**src/rtl/gaussian_row_filter.sv**
```systemverilog
// Horizontal 5-tap binomial Gaussian filter, kernel [1 4 6 4 1]/16.
// Works on a raster line stream framed by sol/eol and replicates the
// border pixels at both line edges. The output can be re-centred to
// two's complement for the signed DoG stage downstream.
module gaussian_row_filter #(
    parameter int DATA_W     = 8,
    parameter int SIGNED_OUT = 1,
    parameter int ROUND      = 1
) (
    input  logic              clk,
    input  logic              rst,
    input  logic              clk_en,
    input  logic [DATA_W-1:0] din,
    input  logic              din_valid,
    input  logic              din_sol,
    input  logic              din_eol,
    output logic              din_ready,
    output logic [DATA_W-1:0] dout,
    output logic              dout_valid,
    output logic              dout_sol,
    output logic              dout_eol
);

    typedef enum logic [2:0] {IDLE, FILL, RUN, FLUSH1, FLUSH2} state_t;

    localparam int SUM_W = DATA_W + 4;
    localparam logic [SUM_W-1:0]  RND      = (ROUND != 0) ? SUM_W'(8) : '0;
    localparam logic [DATA_W-1:0] MSB_FLIP = (SIGNED_OUT != 0) ? {1'b1, {(DATA_W-1){1'b0}}} : '0;

    state_t state, state_next;

    // tap1 is the most recently accepted pixel, tap4 the oldest
    logic [DATA_W-1:0] tap1, tap2, tap3, tap4;
    logic              first_pend;
    logic              single_px;

    logic              flushing, accept, start_line;
    logic              load_en, shift_en;
    logic              produce, produce_sol, produce_eol;
    logic [DATA_W-1:0] tap_new;
    logic [SUM_W-1:0]  sum;
    logic [DATA_W-1:0] result_raw, result;
    logic [3:0]        frac_unused;

    assign flushing   = (state == FLUSH1) || (state == FLUSH2);
    assign din_ready  = clk_en & ~rst & ~flushing;
    assign accept     = din_valid & din_ready;
    assign start_line = accept & din_sol;

    // State register
    always_ff @(posedge clk or posedge rst) begin
        if (rst) begin
            state <= IDLE;
        end else if (clk_en) begin
            state <= state_next;
        end
    end

    // Next-state logic; a sol pixel always restarts framing, eol always ends it
    always_comb begin
        state_next = state;
        case (state)
            IDLE: begin
                if (start_line) begin
                    state_next = din_eol ? FLUSH1 : FILL;
                end
            end
            FILL, RUN: begin
                if (accept) begin
                    if (din_eol) begin
                        state_next = FLUSH1;
                    end else if (din_sol) begin
                        state_next = FILL;
                    end else begin
                        state_next = RUN;
                    end
                end
            end
            FLUSH1:  state_next = FLUSH2;
            FLUSH2:  state_next = IDLE;
            default: state_next = IDLE;
        endcase
    end

    // Output/control decode; during flush the last pixel is replicated as the newest tap
    always_comb begin
        load_en     = start_line;
        shift_en    = 1'b0;
        produce     = 1'b0;
        produce_sol = 1'b0;
        produce_eol = 1'b0;
        tap_new     = din;
        case (state)
            FILL: begin
                shift_en = accept & ~din_sol;
            end
            RUN: begin
                shift_en    = accept & ~din_sol;
                produce     = accept & ~din_sol;
                produce_sol = first_pend;
            end
            FLUSH1: begin
                shift_en    = 1'b1;
                tap_new     = tap1;
                produce     = 1'b1;
                produce_sol = first_pend;
                produce_eol = single_px;
            end
            FLUSH2: begin
                tap_new     = tap1;
                produce     = ~single_px;
                produce_sol = first_pend;
                produce_eol = 1'b1;
            end
            default: begin
            end
        endcase
    end

    assign sum = {4'b0, tap4}
               + ({4'b0, tap3} << 2)
               + ({4'b0, tap2} << 2) + ({4'b0, tap2} << 1)
               + ({4'b0, tap1} << 2)
               + {4'b0, tap_new}
               + RND;

    assign {result_raw, frac_unused} = sum;
    assign result = result_raw ^ MSB_FLIP;

    // Pixel window; a sol pixel fills every tap so the left border is replicated
    always_ff @(posedge clk or posedge rst) begin
        if (rst) begin
            tap1       <= '0;
            tap2       <= '0;
            tap3       <= '0;
            tap4       <= '0;
            first_pend <= 1'b0;
            single_px  <= 1'b0;
        end else if (clk_en) begin
            if (load_en) begin
                tap1       <= din;
                tap2       <= din;
                tap3       <= din;
                tap4       <= din;
                first_pend <= 1'b1;
                single_px  <= din_eol;
            end else begin
                if (shift_en) begin
                    tap1 <= tap_new;
                    tap2 <= tap1;
                    tap3 <= tap2;
                    tap4 <= tap3;
                end
                if (produce) begin
                    first_pend <= 1'b0;
                end
            end
        end
    end

    // Registered outputs; dout_valid is a single enabled-cycle pulse
    always_ff @(posedge clk or posedge rst) begin
        if (rst) begin
            dout       <= '0;
            dout_valid <= 1'b0;
            dout_sol   <= 1'b0;
            dout_eol   <= 1'b0;
        end else if (clk_en) begin
            dout_valid <= produce;
            dout_sol   <= produce & produce_sol;
            dout_eol   <= produce & produce_eol;
            if (produce) begin
                dout <= result;
            end
        end
    end

endmodule

```
**config.mk**
```make
export PLATFORM = sky130hd
export DESIGN_NAME = gaussian_row_filter
export DESIGN_NICKNAME = d
export VERILOG_FILES = /design/src/rtl/gaussian_row_filter.sv
export SDC_FILE = /design/constraint.sdc
export NUM_CORES = 1
export LEC_CHECK = 0
export ABC_AREA = 1
export BUFFER_PORTS_ARGS = -buffer_cell sky130_fd_sc_hd__buf_4
export CELL_PAD_IN_SITES_DETAIL_PLACEMENT = 1
export CELL_PAD_IN_SITES_GLOBAL_PLACEMENT = 1
export CORE_ASPECT_RATIO = 0.6
export CORE_MARGIN = 4
export CORE_UTILIZATION = 30
export DETAILED_ROUTE_END_ITERATION = 12
export GPL_TIMING_DRIVEN = 0
export PLACE_DENSITY_LB_ADDON = 0.2
export SLEW_MARGIN = 30
export SYNTH_ARGS = -nofsm -noshare
export SYNTH_HDL_FRONTEND = slang
export SYNTH_SLANG_ARGS = --single-unit
```
**constraint.sdc**
```tcl
create_clock -name clk -period 4.85 [get_ports clk]
set_clock_uncertainty 0.2 [all_clocks]
set_input_delay 0.97 -clock clk [delete_from_list [all_inputs] [get_ports clk]]
set_output_delay 0.97 -clock clk [all_outputs]
set_load 0.05 [all_outputs]
```
* Yosys cells after proc, flatten, opt, wreduce, memory -nomap -nowiden
Index checks and enable logic that the tools add are counted.
** Storage, ports and cells
- Logic and storage cells :: 68
- Output and inout port bits :: 12
- Bits in registers :: 48
- Input bits :: 14
** Cells by class
- Multiplexer cells :: 21
- Bitwise logic cells :: 12
- Equality and inequality tests :: 6
- $add $sub $neg :: 6
- Reduce and logical (&&, ||, !) cells :: 12
** Operator list (count)
- $mux W8 :: 9
- $add A11 B10 Y12 :: 1
- $add A12 B10 Y12 :: 1
- $add A12 B4 Y12 const B :: 1
- $add A12 B8 Y12 :: 1
- $add A12 B9 Y12 :: 1
- $add A8 B10 Y11 :: 1
- $pmux W3 S3 :: 1
- $reduce_and A2 Y1 :: 4
- $and A1 B1 Y1 :: 7
- $eq A3 B2 Y1 const B :: 2
- $mux W2 :: 3
- $mux W3 :: 2
- $not A1 Y1 :: 5
- $pmux W1 S2 :: 2
- $reduce_bool A2 Y1 :: 2
- $reduce_or A2 Y1 :: 2
- $eq A3 B1 Y1 const B :: 1
- $eq A3 B3 Y1 const B :: 1
- $logic_not A3 Y1 :: 1
- $mux W1 :: 3
- $pmux W1 S3 :: 1
- $reduce_and A3 Y1 :: 1
- $reduce_or A3 Y1 :: 1
- other kinds (3) :: 3

* Depth between registers and ports, before layout
- Depth in word-level cells :: 9
- Depth in mapped cells :: 23
- Gate-level depth less buffers :: 23

* Worst setup path before layout
No wires, ideal clock.
- Path kind :: in2reg
- Start :: in din[4]
- End :: reg dout[6]
- Required time :: 4.523 ns
- Setup time :: 0.127 ns
- Buffers on the path :: 0
- Path slack :: 0.591 ns
- Cell stages on the path :: 17
- Data arrival time :: 3.932 ns
- Cells stage by stage :: nand2_1 > o21ai_0 > fa_1 > inv_1 > fa_1 > inv_1 > fa_1 > ha_1 > ha_1 > inv_1 > fa_1 > inv_1 > nand4_1 > nand3_1 > nand2_1 > nand2_1 > o21ai_0
** On the way
- Word-level cells in the longest chain between the ends :: 3
** Ends and longest elaborated chain
- from (decl) :: RTL line 13 : input logic [DATA_W-1:0] din,
- $mux W8 :: RTL line 93 : case (state)
- $add A12 B8 Y12 :: RTL line 124 : + {4'b0, tap_new}
- $add A12 B4 Y12 :: RTL line 125 : + RND;
- to (signal assigned) :: RTL line 173 : dout <= result;
- to (decl) :: RTL line 18 : output logic [DATA_W-1:0] dout,
No other way between the ends.
A chain may end at the register's enable or synchronous reset.

* Worst setup path after layout
- Start :: reg state[0]
- End :: reg dout[6]
** On the way
- Word-level cells in the longest chain between the ends :: 8
- Elaborated cells on any way between the ends :: 14
- Those cells by class :: add/sub: 2; eq/ne: 3; mux: 2; bitwise: 4; reduce/logical: 3
** Ends and longest elaborated chain
- from (decl) :: RTL line 30 : state_t state, state_next;
- from (signal assigned) :: RTL line 55 : state <= state_next;
- parallel branches: the longest is 8 deep, another holds $add A12 B8 Y12
Parallel ways; which one is timed is not known.

==> impl_metrics.json <==
{
  "syn-instance-count": 472,
  "setup_violations": 0,
  "nNetsFinal": 564,
  "floorplan.initialDensity_pct": 31.5,
  "postCtsSetupBuffers": 0,
  "antennaDiodeCount": 0,
  "timing.setup.critical_path_class": "flip-flop to flip-flop",
  "cp_num_cells": 20,
  "chipHeight_um": 93.5,
  "synth-warning-count": 0,
  "gr-total-overflow": 0,
  "count_of_input_and_output_buffers": 25,
  "die-area_um2": 14100,
  "io_pins": 26,
  "crit_path_cell_trace": "nand2_1 -> nand2_1 -> nand2_2 -> nand2_1 -> o21ai_1 -> fa_1 -> inv_1 -> fa_1 -> inv_1 -> fa_1 -> ha_1 -> ha_1 -> inv_1 -> fa_1 -> inv_1 -> nand4_1 -> nand3_1 -> nand2_1 -> nand2_1 -> o21ai_0",
  "firstDrtPassIters": 4,
  "ctsResizeCount": 0,
  "post-place-ws_ns": -0.0651,
  "reg2regPathDepth": 20,
  "detail_route.iter0.violations": 113,
  "clkTransAtPathRegs_ns": 0.07,
  "post-dp-hpwl_um": 8180,
  "timing.final.ws_setup_ns": 0.349,
  "final_routed_drc_violation_total": 0,
  "grt_pass1_vias": 3199,
  "ant_nets": 0,
  "global_route.usage.total_pct": 15.6,
  "worst_pin_slew_ns": 0.656,
  "maxClockFrequency_mhz": 222,
  "synth-edff-count": 0,
  "rsz0062_at_grt": "false",
  "cts_inserted_buffers": 5,
  "worst_slew_margin_rel_pct": 56.3,
  "fp.dieW_um": 151,
  "final-hold-violation-count": 0,
  "postSynth.asyncResetShare_pct": 100,
  "critical_path_arrival_ns": 4.48,
  "tritoncts": "built",
  "clk_root_buffer_cell": "sky130_fd_sc_hd__clkbuf_16",
  "clockBufferDepth": 2,
  "synthTopCellsByCount": "sky130_fd_sc_hd__nand2_1, sky130_fd_sc_hd__inv_1, sky130_fd_sc_hd__dfrtp_1",
  "areaGrowthSynthToFinish_pct": 15.7,
  "worst_setup_path_end_kind": "flip-flop",
  "final.min_clock_period_ns": 4.50,
  "avgViaCountPerCell": 4.54,
  "synth_nets": 532,
  "crit_path_max_fanout": 11,
  "clk-insertion-delay-late_ns": 0.29,
  "grt_antenna_before_repair": 0,
  "post_synth.cell_area_avg_um2": 7.75,
  "required_ns": 4.83,
  "crit_path_top_delay_cell": "sky130_fd_sc_hd__fa_1",
  "placeableCoreArea_um2": 11600,
  "synth.ff_latch_count": 48,
  "drive_above_1_share_pct": 11.7,
  "max_cap_viol_count": 0,
  "clock_tree_sinks": 48,
  "part_of_the_yosys_area_used_for_sequential_elements_pct": 32.8,
  "fillers": 1426,
  "yosys_cell_types": 24,
  "critPathMostFrequentCell": "sky130_fd_sc_hd__nand2_1",
  "postCtsHoldBufs": 0,
  "critical_path_buf_inv_count": 4,
  "maxSlewViolCount": 0,
  "place.gp.congestion": 0.800,
  "synth_largest_area_cell": "sky130_fd_sc_hd__dfrtp_1",
  "synthMostInstantiatedCell": "sky130_fd_sc_hd__nand2_1",
  "synth.top_cell.area_share_pct": 32.8,
  "rows": 30,
  "synthFlopType": "sky130_fd_sc_hd__dfrtp_1",
  "period_share_pct": 92.8,
  "ctsHtreeMaxLevel": 2,
  "grt_first_pass_wirelength_um": 17000,
  "grt_max_degree": 30,
  "total_standard_cell_area_after_synthesis_um2": 3660,
  "detail_route.wl_per_cell_um": 15.0,
  "run_status": "finished clean",
  "cpLargestDelayFamily": "adder cells",
  "synth_area_leaders": "sky130_fd_sc_hd__dfrtp_1, sky130_fd_sc_hd__nand2_1, sky130_fd_sc_hd__fa_1",
  "holdPathStages": 2,
  "via_count": 3021,
  "critical_path.max_stage_delay_ns": 0.50,
  "drt-total-wl_um": 10000,
  "timing.critical_path.from_type": "flip-flop",
  "min_path_type": "flip-flop to flip-flop"
}
-- flip-flops by register name (all words and copies together) (netlist names) --
signal,cells
dout,8
tap1,8
tap2,8
tap3,8
tap4,8
state,3
dout_eol,1
dout_sol,1
dout_valid,1
first_pend,1
single_px,1
-- cells by family (layout without fill, tap and decap cells) --
logic type                 count (synthesis)  after routing  share of synthesized area [%]
and+or+nand+nor                          259            259                           30.3
buffers and inverters                     92            125                           10.8
DFF                                       48             48                           32.8
adders and majority gates                 46             46                           21.7
AOI/OAI and AO/OA                         24             24                           3.66
xor gates and xnor gates                   3              3                          0.718
-- metrics by stage --
step / setup TNS, ns / area [um^2] / std cells / hold WS [ns] / util [%]
floorplan: 0 / 3660 / 472 / 0.243 / -
global placement: 0 / 4050 / 657 / 0.266 / 34.9
detailed placement: -0.0792 / 4070 / 658 / 0.272 / 35.1
CTS: 0 / 4230 / 665 / 0.291 / 36.5
global route: 0 / 4230 / 665 / 0.313 / 36.5
finish: 0 / 4230 / 665 / 0.287 / 36.5
-- layout by cell type, fill, tap and decap left out, types with 2 or more instances in the layout --
master,instances
sky130_fd_sc_hd__nor2_1,4
sky130_fd_sc_hd__clkbuf_1,3
sky130_fd_sc_hd__buf_6,6
sky130_fd_sc_hd__nand3_1,31
sky130_fd_sc_hd__nand2_4,3
sky130_fd_sc_hd__buf_2,3
sky130_fd_sc_hd__nand2_1,208
sky130_fd_sc_hd__buf_4,25
sky130_fd_sc_hd__ha_1,17
sky130_fd_sc_hd__clkbuf_16,5
sky130_fd_sc_hd__o21ai_0,18
sky130_fd_sc_hd__dfrtp_1,47
sky130_fd_sc_hd__a21oi_1,3
sky130_fd_sc_hd__nand4_1,5
sky130_fd_sc_hd__nand2_2,2
sky130_fd_sc_hd__inv_2,3
sky130_fd_sc_hd__nor2_2,2
sky130_fd_sc_hd__inv_1,76
sky130_fd_sc_hd__nand3_4,2
sky130_fd_sc_hd__fa_1,29
sky130_fd_sc_hd__xnor2_1,2
-- final timing paths --
check | from | endpoint | slack (ns)
setup / recovery | state[0] | dout[6] | 0.35
hold / removal | first_pend | first_pend | 0.29
setup reg to reg | state[0] | dout[6] | 0.35
hold reg to reg | first_pend | first_pend | 0.29
max in group asynchronous | rst | tap1[4] | 3.56
min in group asynchronous | rst | state[1] | 0.44
-- worst register-to-register path, delay by kind of cell, from the launching register on --
| family | cells | cell delay (ns) |
|---|---|---|
| adder cells (fa/ha/maj) | 6 | 2.33 |
| AND/OR/NAND/NOR | 8 | 0.90 |
| flip-flops | 1 | 0.48 |
| buffers and inverters | 4 | 0.27 |
| AO/OA/AOI/OAI | 2 | 0.19 |
-- routing by layer --
metal  track usage, %  wire length, um  vias to the layer above  part of all wire (%)
met5                0                0                        -                     0
met1             23.6             5440                     1499                    54
met4             2.97               80                        0                  0.80
li1                 -                -                     1486                     -
met3             2.81              281                        7                   2.8
met2             23.4             4200                       29                    42
-- layout make-up --
class | count | area (um^2) | share of cell area, %
Multi-Input combinational cell | 332 | 2070 | 48.8
Sequential cell | 48 | 1200 | 28.4
Inverter | 80 | 303 | 7.15
Timing Repair Buffer | 26 | 208 | 4.91
Tap cell | 160 | 200 | 4.73
Clock buffer | 6 | 129 | 3.04
Buffer | 11 | 90.1 | 2.13
Clock inverter | 2 | 35.0 | 0.828
Power is left out: the tool's default activity adds up to more than one toggle a clock period on the data nets, which glitch-free logic cannot reach.
